`config.mk`:
```
export PLATFORM = sky130hd
export DESIGN_NAME = button_conditioner
export DESIGN_NICKNAME = d
export VERILOG_FILES = /design/src/rtl/button_conditioner.sv
export SDC_FILE = /design/constraint.sdc
export NUM_CORES = 1
export LEC_CHECK = 0
export CORE_ASPECT_RATIO = 1.2
export CORE_MARGIN = 2
export CORE_UTILIZATION = 62
export CTS_CLUSTER_SIZE = 10
export DETAILED_ROUTE_END_ITERATION = 10
export GPL_ROUTABILITY_DRIVEN = 0
export PLACE_DENSITY = 0.8
export SLEW_MARGIN = 20
export SYNTH_ARGS = -nofsm -noshare
export SYNTH_HDL_FRONTEND = slang
export SYNTH_SLANG_ARGS = --single-unit
```
`constraint.sdc`:
```
create_clock -name CLK -period 2.6 [get_ports CLK]
set_clock_uncertainty 0.15 [all_clocks]
set_input_delay 0.52 -clock CLK [delete_from_list [all_inputs] [get_ports CLK]]
set_output_delay 0.52 -clock CLK [all_outputs]
set_load 0.03 [all_outputs]
```
`src/rtl/button_conditioner.sv`:
```
// rtl/button_conditioner.sv - two-channel push-button synchronizer, debouncer and press/release/repeat pulse generator

module button_conditioner_chan #(
  parameter int DEBOUNCE_CYCLES      = 400000,
  parameter int REPEAT_DELAY_CYCLES  = 16000000,
  parameter int REPEAT_PERIOD_CYCLES = 4000000,
  parameter int REPEAT_ENABLE        = 1,
  parameter int RAW_ACTIVE_LOW       = 0
) (
  input  logic clk,
  input  logic rst_n,
  input  logic raw,
  output logic level,
  output logic press,
  output logic rel
);

  localparam logic        RAW_INV  = (RAW_ACTIVE_LOW != 0);
  localparam logic        REP_EN   = (REPEAT_ENABLE != 0);
  localparam logic [23:0] DB_LAST  = 24'(DEBOUNCE_CYCLES - 1);
  localparam logic [23:0] RD_LAST  = 24'(REPEAT_DELAY_CYCLES - 1);
  localparam logic [23:0] RP_LAST  = 24'(REPEAT_PERIOD_CYCLES - 1);

  typedef enum logic [1:0] {
    IDLE   = 2'd0,
    DELAY  = 2'd1,
    REPEAT = 2'd2
  } state_t;

  logic        s1;
  logic        s2;
  logic        stable;
  logic [23:0] cnt;
  logic        accept;
  logic        rise;
  logic        fall;

  state_t      state;
  state_t      state_nxt;
  logic [23:0] rcnt;
  logic [23:0] rcnt_nxt;
  logic        press_nxt;
  logic        rel_nxt;

  always_ff @(posedge clk or negedge rst_n) begin
    if (!rst_n) begin
      s1 <= 1'b0;
      s2 <= 1'b0;
    end else begin
      s1 <= raw ^ RAW_INV;
      s2 <= s1;
    end
  end

  // accept fires on the last cycle of an unbroken mismatch run
  assign accept = (s2 != stable) && (cnt == DB_LAST);
  assign rise   = accept & s2;
  assign fall   = accept & ~s2;

  always_ff @(posedge clk or negedge rst_n) begin
    if (!rst_n) begin
      stable <= 1'b0;
      cnt    <= 24'd0;
    end else if (s2 == stable) begin
      cnt <= 24'd0;
    end else if (cnt == DB_LAST) begin
      stable <= s2;
      cnt    <= 24'd0;
    end else begin
      cnt <= cnt + 24'd1;
    end
  end

  always_ff @(posedge clk or negedge rst_n) begin
    if (!rst_n) begin
      state <= IDLE;
      rcnt  <= 24'd0;
      press <= 1'b0;
      rel   <= 1'b0;
    end else begin
      state <= state_nxt;
      rcnt  <= rcnt_nxt;
      press <= press_nxt;
      rel   <= rel_nxt;
    end
  end

  always_comb begin
    state_nxt = state;
    rcnt_nxt  = rcnt;
    if (fall) begin
      state_nxt = IDLE;
      rcnt_nxt  = 24'd0;
    end else begin
      case (state)
        IDLE: begin
          rcnt_nxt = 24'd0;
          if (rise) state_nxt = DELAY;
        end
        DELAY: begin
          if (rcnt == RD_LAST) begin
            state_nxt = REPEAT;
            rcnt_nxt  = 24'd0;
          end else begin
            rcnt_nxt = rcnt + 24'd1;
          end
        end
        REPEAT: begin
          if (rcnt == RP_LAST) rcnt_nxt = 24'd0;
          else                 rcnt_nxt = rcnt + 24'd1;
        end
        default: begin
          state_nxt = IDLE;
          rcnt_nxt  = 24'd0;
        end
      endcase
    end
  end

  // a release on the same cycle as a repeat expiry wins and swallows the repeat
  always_comb begin
    press_nxt = 1'b0;
    rel_nxt   = fall;
    if (!fall) begin
      case (state)
        IDLE:    press_nxt = rise;
        DELAY:   press_nxt = REP_EN && (rcnt == RD_LAST);
        REPEAT:  press_nxt = REP_EN && (rcnt == RP_LAST);
        default: press_nxt = 1'b0;
      endcase
    end
  end

  assign level = stable;

endmodule

module button_conditioner #(
  parameter int DEBOUNCE_CYCLES      = 400000,
  parameter int REPEAT_DELAY_CYCLES  = 16000000,
  parameter int REPEAT_PERIOD_CYCLES = 4000000,
  parameter int REPEAT_ENABLE        = 1,
  parameter int RAW_ACTIVE_LOW       = 0
) (
  input  logic CLK,
  input  logic RESET_N,
  input  logic BTN_LEFT_RAW,
  input  logic BTN_RIGHT_RAW,
  output logic BTN_LEFT,
  output logic BTN_RIGHT,
  output logic LEFT_PRESS,
  output logic RIGHT_PRESS,
  output logic LEFT_RELEASE,
  output logic RIGHT_RELEASE
);

  button_conditioner_chan #(
    .DEBOUNCE_CYCLES      (DEBOUNCE_CYCLES),
    .REPEAT_DELAY_CYCLES  (REPEAT_DELAY_CYCLES),
    .REPEAT_PERIOD_CYCLES (REPEAT_PERIOD_CYCLES),
    .REPEAT_ENABLE        (REPEAT_ENABLE),
    .RAW_ACTIVE_LOW       (RAW_ACTIVE_LOW)
  ) u_left (
    .clk   (CLK),
    .rst_n (RESET_N),
    .raw   (BTN_LEFT_RAW),
    .level (BTN_LEFT),
    .press (LEFT_PRESS),
    .rel   (LEFT_RELEASE)
  );

  button_conditioner_chan #(
    .DEBOUNCE_CYCLES      (DEBOUNCE_CYCLES),
    .REPEAT_DELAY_CYCLES  (REPEAT_DELAY_CYCLES),
    .REPEAT_PERIOD_CYCLES (REPEAT_PERIOD_CYCLES),
    .REPEAT_ENABLE        (REPEAT_ENABLE),
    .RAW_ACTIVE_LOW       (RAW_ACTIVE_LOW)
  ) u_right (
    .clk   (CLK),
    .rst_n (RESET_N),
    .raw   (BTN_RIGHT_RAW),
    .level (BTN_RIGHT),
    .press (RIGHT_PRESS),
    .rel   (RIGHT_RELEASE)
  );

endmodule

```
-- After elaboration in Yosys (flattened, before gate mapping)
Index checks and enable logic that the tools add are counted.
- register bits: 110
- input bits: 4
- output and inout port bits: 6
- logic and storage cells: 80
- add/sub/neg operators: 4
- eq/ne operators: 20
- muxes and demuxes: 24
- bitwise logic cells: 8
- reductions and logical operators: 8
- operators with widths (kind ; number):
    24-bit 2-to-1 mux ; 10
    24-bit by 1-bit adder with 24-bit output (second input constant) ; 4
    24-bit case mux with 2 select lines ; 2
    24-bit by 19-bit equality test with 1-bit output (second input constant) ; 2
    24-bit by 22-bit equality test with 1-bit output (second input constant) ; 2
    24-bit equality test (second input constant) ; 2
    2-bit 2-to-1 mux ; 6
    3-bit by 1-bit != test with 1-bit output (second input constant) ; 4
    2-bit case mux with 3 select lines ; 2
    1-bit case mux with 3 select lines ; 2
    3-bit AND reduction ; 2
    1-bit bitwise AND ; 4
    2-bit by 1-bit equality test with 1-bit output (second input constant) ; 2
    2-bit equality test (second input constant) ; 2
    2-bit logical NOT ; 2
    2-bit by 1-bit != test with 1-bit output (second input constant) ; 2
    1-bit NOT ; 4
    2-bit AND reduction ; 2
    1-bit equality test ; 2
    1-bit logical AND ; 2
    1-bit 2-to-1 mux ; 2
    1-bit != test ; 2

-- Logic depth before layout (Yosys ltp)
Gate-level depths: netlist (run 1).
- depth after elaboration: 6
- gate-level depth with buffers: 8
- gate-level depth less buffers: 7

-- Hierarchy
A second synthesis (run 1) with hierarchy kept.
- cell total of the unflattened synthesis: 576
- area total of the unflattened synthesis: 5700.5 um^2
- by module, submodules not included (module ; instances ; cells each ; area an instance (um^2) ; sequential area each (um^2)):
    button_conditioner_chan ; 2 ; 288 ; 2850.2 ; 1376.3

-- Worst setup path before layout (run 1)
No wires, ideal clock.
- path type: flip-flop to flip-flop
- start point: register u_right.rcnt[15]
- end point: register u_right.rcnt[22]
- setup time: 0.119 ns
- arrival: 1.934 ns
- data required time: 2.331 ns
- setup slack: 0.397 ns
- cell stages (with the launch flop): 7
- path buffers: 1
- period minus slack after synthesis: 2.203 ns
- cell sequence: dfrtp_1 > or4_1 > or4_4 > o21ai_0 > a211o_2 > buf_6 > nor2_1
- word-level cells in the longest chain between the ends: 4
- elaborated cells on any way between the ends: 7
- those cells by class: 1 x add/sub; 2 x eq/ne; 4 x mux
- ends and longest elaborated chain (element ; RTL line ; RTL):
    from (decl) ; 40 ; logic [23:0] rcnt;
    from (signal assigned) ; 82 ; rcnt <= rcnt_nxt;
    24-bit by 1-bit adder with 24-bit output, or another cell as far along ; 105, 110 ;
    24-bit 2-to-1 mux, on equally long branches ; 109, 101 ;
    24-bit case mux with 2 select lines (*) ; 95 ; case (state)
    24-bit 2-to-1 mux (*) ; 91 ; if (fall) begin
    named net u_right.rcnt_nxt[22] ; 41 ; logic [23:0] rcnt_nxt;
Mark *: on every way through the listed nets, which the timed path passes. The rest lies on a longest branch.
A chain may end at the register's enable or synchronous reset.

-- Worst setup path after layout (run 1)
- start point: register u_right.rcnt[15]
- end point: register u_right.rcnt[5]
- word-level cells in the longest chain between the ends: 4
- elaborated cells on any way between the ends: 6
- those cells by class: 2 x eq/ne; 4 x mux
- ends and longest elaborated chain (element ; RTL line):
    24-bit by 22-bit equality test with 1-bit output / 24-bit equality test (equally long branches) ; 109, 101
    24-bit 2-to-1 mux, on equally long branches ; 109, 101
    24-bit case mux with 2 select lines (*) ; 95
    24-bit 2-to-1 mux (*) ; 91
    named net u_right.rcnt_nxt[5] ; 41
Marked as above.

==> results by group, run 1 <==
Outcome
  – Status: finished, final reports clean

STA
  – Worst Tran Pin Value: 675.7 ps
  – Final setup vio count: 0
  – Fmax: 410.0 MHz
  – Part of the cycle the worst path needs: 93.82%
  – Slew Limit Fails: 0
  – Crit path time final: 2439 ps
  – Setup TNS: 0 ps
  – Final hold viol count: 0
  – Slew margin rel.: 54.54%
  – RSZ-0062 raised after global routing: false

Global route
  – Gr ovfl total: 0
  – GRT Util Overall: 23.72%
  – Initial antenna violation count: 0
  – Vias in the first global route: 4171
  – First-pass GRT wire length: 18890 um
  – Largest net degree at the start of global routing: 111

Setup path
  – Max FO, Critical Path: 24
  – WP data arrival: 2550 ps
  – Worst setup SP type: flop
  – Critical Path RT: 2710 ps
  – Setup crit end kind: flop
  – CP Class: flop to flop

Place
  – Post-DP HPWL: 7408 um
  – I/O Buffers: 9
  – Placed Cells: 705

Drt
  – DRT antenna net count: 0
  – Via Count: 4225
  – Final WL: 10940 um
  – Via/cell ratio: 5.860
  – Initial DRC Count: 251
  – Router iterations before antenna repair: 5
  – # DRC: 0
  – DR WL/cell: 15.18 um

Yosys
  – Part of the Yosys area used for sequential elements: 49.00%
  – Post-Syn Instances: 587
  – Synthesized cell area: 5618 um^2
  – Syn nets: 605
  – Yosys cell types: 52
  – Yosys warns: 0
  – Syn avg cell area: 9.571 um^2
  – Yosys reg bits: 110

Clock tree
  – Reg clk slew, reported paths: 100 ps
  – Sink Count: 110
  – CTS Buf Count: 9
  – CTS tree: yes
  – Worst skew pair latency: 380 ps
  – H-tree levels: 3
  – CTS root buffer: clkbuf_8
  – Max Root-Sink Buffers: 2
  – Cts hold-fix bufs: 0

Flow run
  – Max Cap Violations: 0

Min path
  – Hold Path Class: input pin to asynchronous set/reset pin

Die
  – Initial Util: 62.85%
  – Die width: 90.90 um
  – Io pins: 10
  – Site Rows: 38
  – CORE AREA: 8939 um^2
  – Die H: 108.3 um
  – Die Area: 9842 um^2

Finish
  – Fillers: 737
  – Area Growth Syn to Fin: 7.617%
  – Share of cells above drive strength 1: 5.324%
  – Diodes inserted: 0
  – Final Instance Count excl. Fillers: 721
  – Finished Core Util: 67.64%
  – Most common cell after layout, fill and taps aside: nor2_1
  – Most frequent cells in the layout: 111 x nor2_1, 110 x dfrtp_1, 44 x xor2_1, 43 x nand2_1, 40 x xnor2_1
  – Final #Nets: 614

Power and ir drop
  – Power per cell area: 466.2 nW/um^2
  – Max IR drop VDD: 0.3734 mV
  – Leakage: 2.404 nW
==> timing repair <==
action,4_1_cts,5_1_grt
setup endpoints to repair,0,2
resized for setup,0,1
buffers inserted,0,0
==> state kept, by name, indices dropped and copies added, names as in the netlist, 2 cells and up <==
signal         count
u_left.rcnt       24
u_right.state      2
u_right.cnt       24
u_left.cnt        24
u_left.state       2
u_right.rcnt      24
==> final cells by class <==
cell class | count | area, um^2 | area share [%]
clock buffers | 10 | 127.6 | 2.111
inverters | 18 | 67.56 | 1.118
repair buffers | 18 | 180.2 | 2.980
well taps | 120 | 150.1 | 2.483
multi-input cells | 439 | 2705 | 44.74
clock inverters | 6 | 62.56 | 1.035
flip-flops and latches | 110 | 2753 | 45.53
==> cells by family (layout without fill, tap and decap cells) <==
logic type / after synthesis / in the layout / share of synthesized area [%]
adders and majority gates: 14 / 14 / 3.118
and+or+nand+nor: 311 / 311 / 27.88
AOI/OAI and AO/OA: 28 / 28 / 3.541
muxes: 2 / 2 / 0.3786
DFF: 110 / 110 / 49.00
buffers and inverters: 38 / 52 / 2.984
xor gates and xnor gates: 84 / 84 / 13.10
==> critical path: stages (launching register included) <==
cell and delay (ps):
dfrtp_1 430, or4_1 510, or4_4 520, o21ai_0 270, a211o_4 330, nor2_1 110
==> final timing paths <==
kind	start	endpoint	slack, ps	cells past startpoint
worst min-delay path	RESET_N	u_right.cnt[20]	20	2
worst max register to register	u_right.rcnt[15]	u_right.rcnt[5]	160	5
max in group asynchronous	RESET_N	u_left.cnt[19]	1820	2
min in group CLK	u_left.s1	u_left.s2	210	0
worst max-delay path	u_right.rcnt[15]	u_right.rcnt[5]	160	5
worst min register to register	u_left.s1	u_left.s2	210	0
==> cell usage after synthesis, drive strengths merged <==
cell type	instances	area share (%)
a221oi	1	0.16
a211oi	2	0.27
a211o	2	0.33
a21oi	7	0.62
o21ba	1	0.18
nand2	43	2.9
xor2	44	6.9
nor3b	2	0.27
nor2b	2	0.22
and4b	1	0.18
dfrtp	110	49
o31a	1	0.16
nor4bb	1	0.18
mux2	1	0.20
nand3	33	2.9
a22oi	1	0.13
and2	7	0.78
or4	4	0.60
a21o	1	0.13
or3	5	0.56
inv	18	1.2
buf	7	0.91
nand3b	2	0.27
o21ai	7	0.62
and4	11	1.7
ha	14	3.1
o41ai	1	0.16
o31ai	1	0.13
or4bb	1	0.20
nand4b	2	0.31
nand4	30	3.3
nor2	111	7.4
and3	12	1.3
nor4b	4	0.62
xnor2	40	6.2
or4b	1	0.18
nor3	25	2.2
o41a	1	0.20
nor4	12	1.4
mux2i	1	0.18
o211ai	1	0.22
o22ai	1	0.22
nand2b	2	0.22
clkbuf	13	0.87
==> layer usage <==
layer	track usage [%]	routed length, um
met1	30.25	4748
met2	40.35	5607
met3	4.181	356
met4	10.06	229
met5	0	0
==> metrics by stage <==
stage          hold WS, ps  setup slack, ps  power (W)  instance area [um^2]
3_3_place_gp         183.6            212.9   0.001833                  5848
5_1_grt              113.6            81.49   0.002925                  6046
4_1_cts              86.78            130.5   0.002849                  6038
3_5_place_dp         191.0            156.2   0.001836                  5848
2_1_floorplan        74.41            396.9   0.001787                  5618
6_report             18.36            160.7   0.002819                  6046
==> where the power goes <==
part | internal, W | switching, W
combinational | 0.0000177 | 0.0000523
clock | 0.000442 | 0.000577
sequential | 0.00172 | 0.00000973
total | 0.00218 | 0.000639
No activity file was read; power rests on OpenSTA's default activity.
==> run 2: changes to the inputs <==
SKIP_LAST_GASP = 1   (was default)
==> results of run 2 <==
No change in the layout: final DEF, timing and power equal those of run 1.
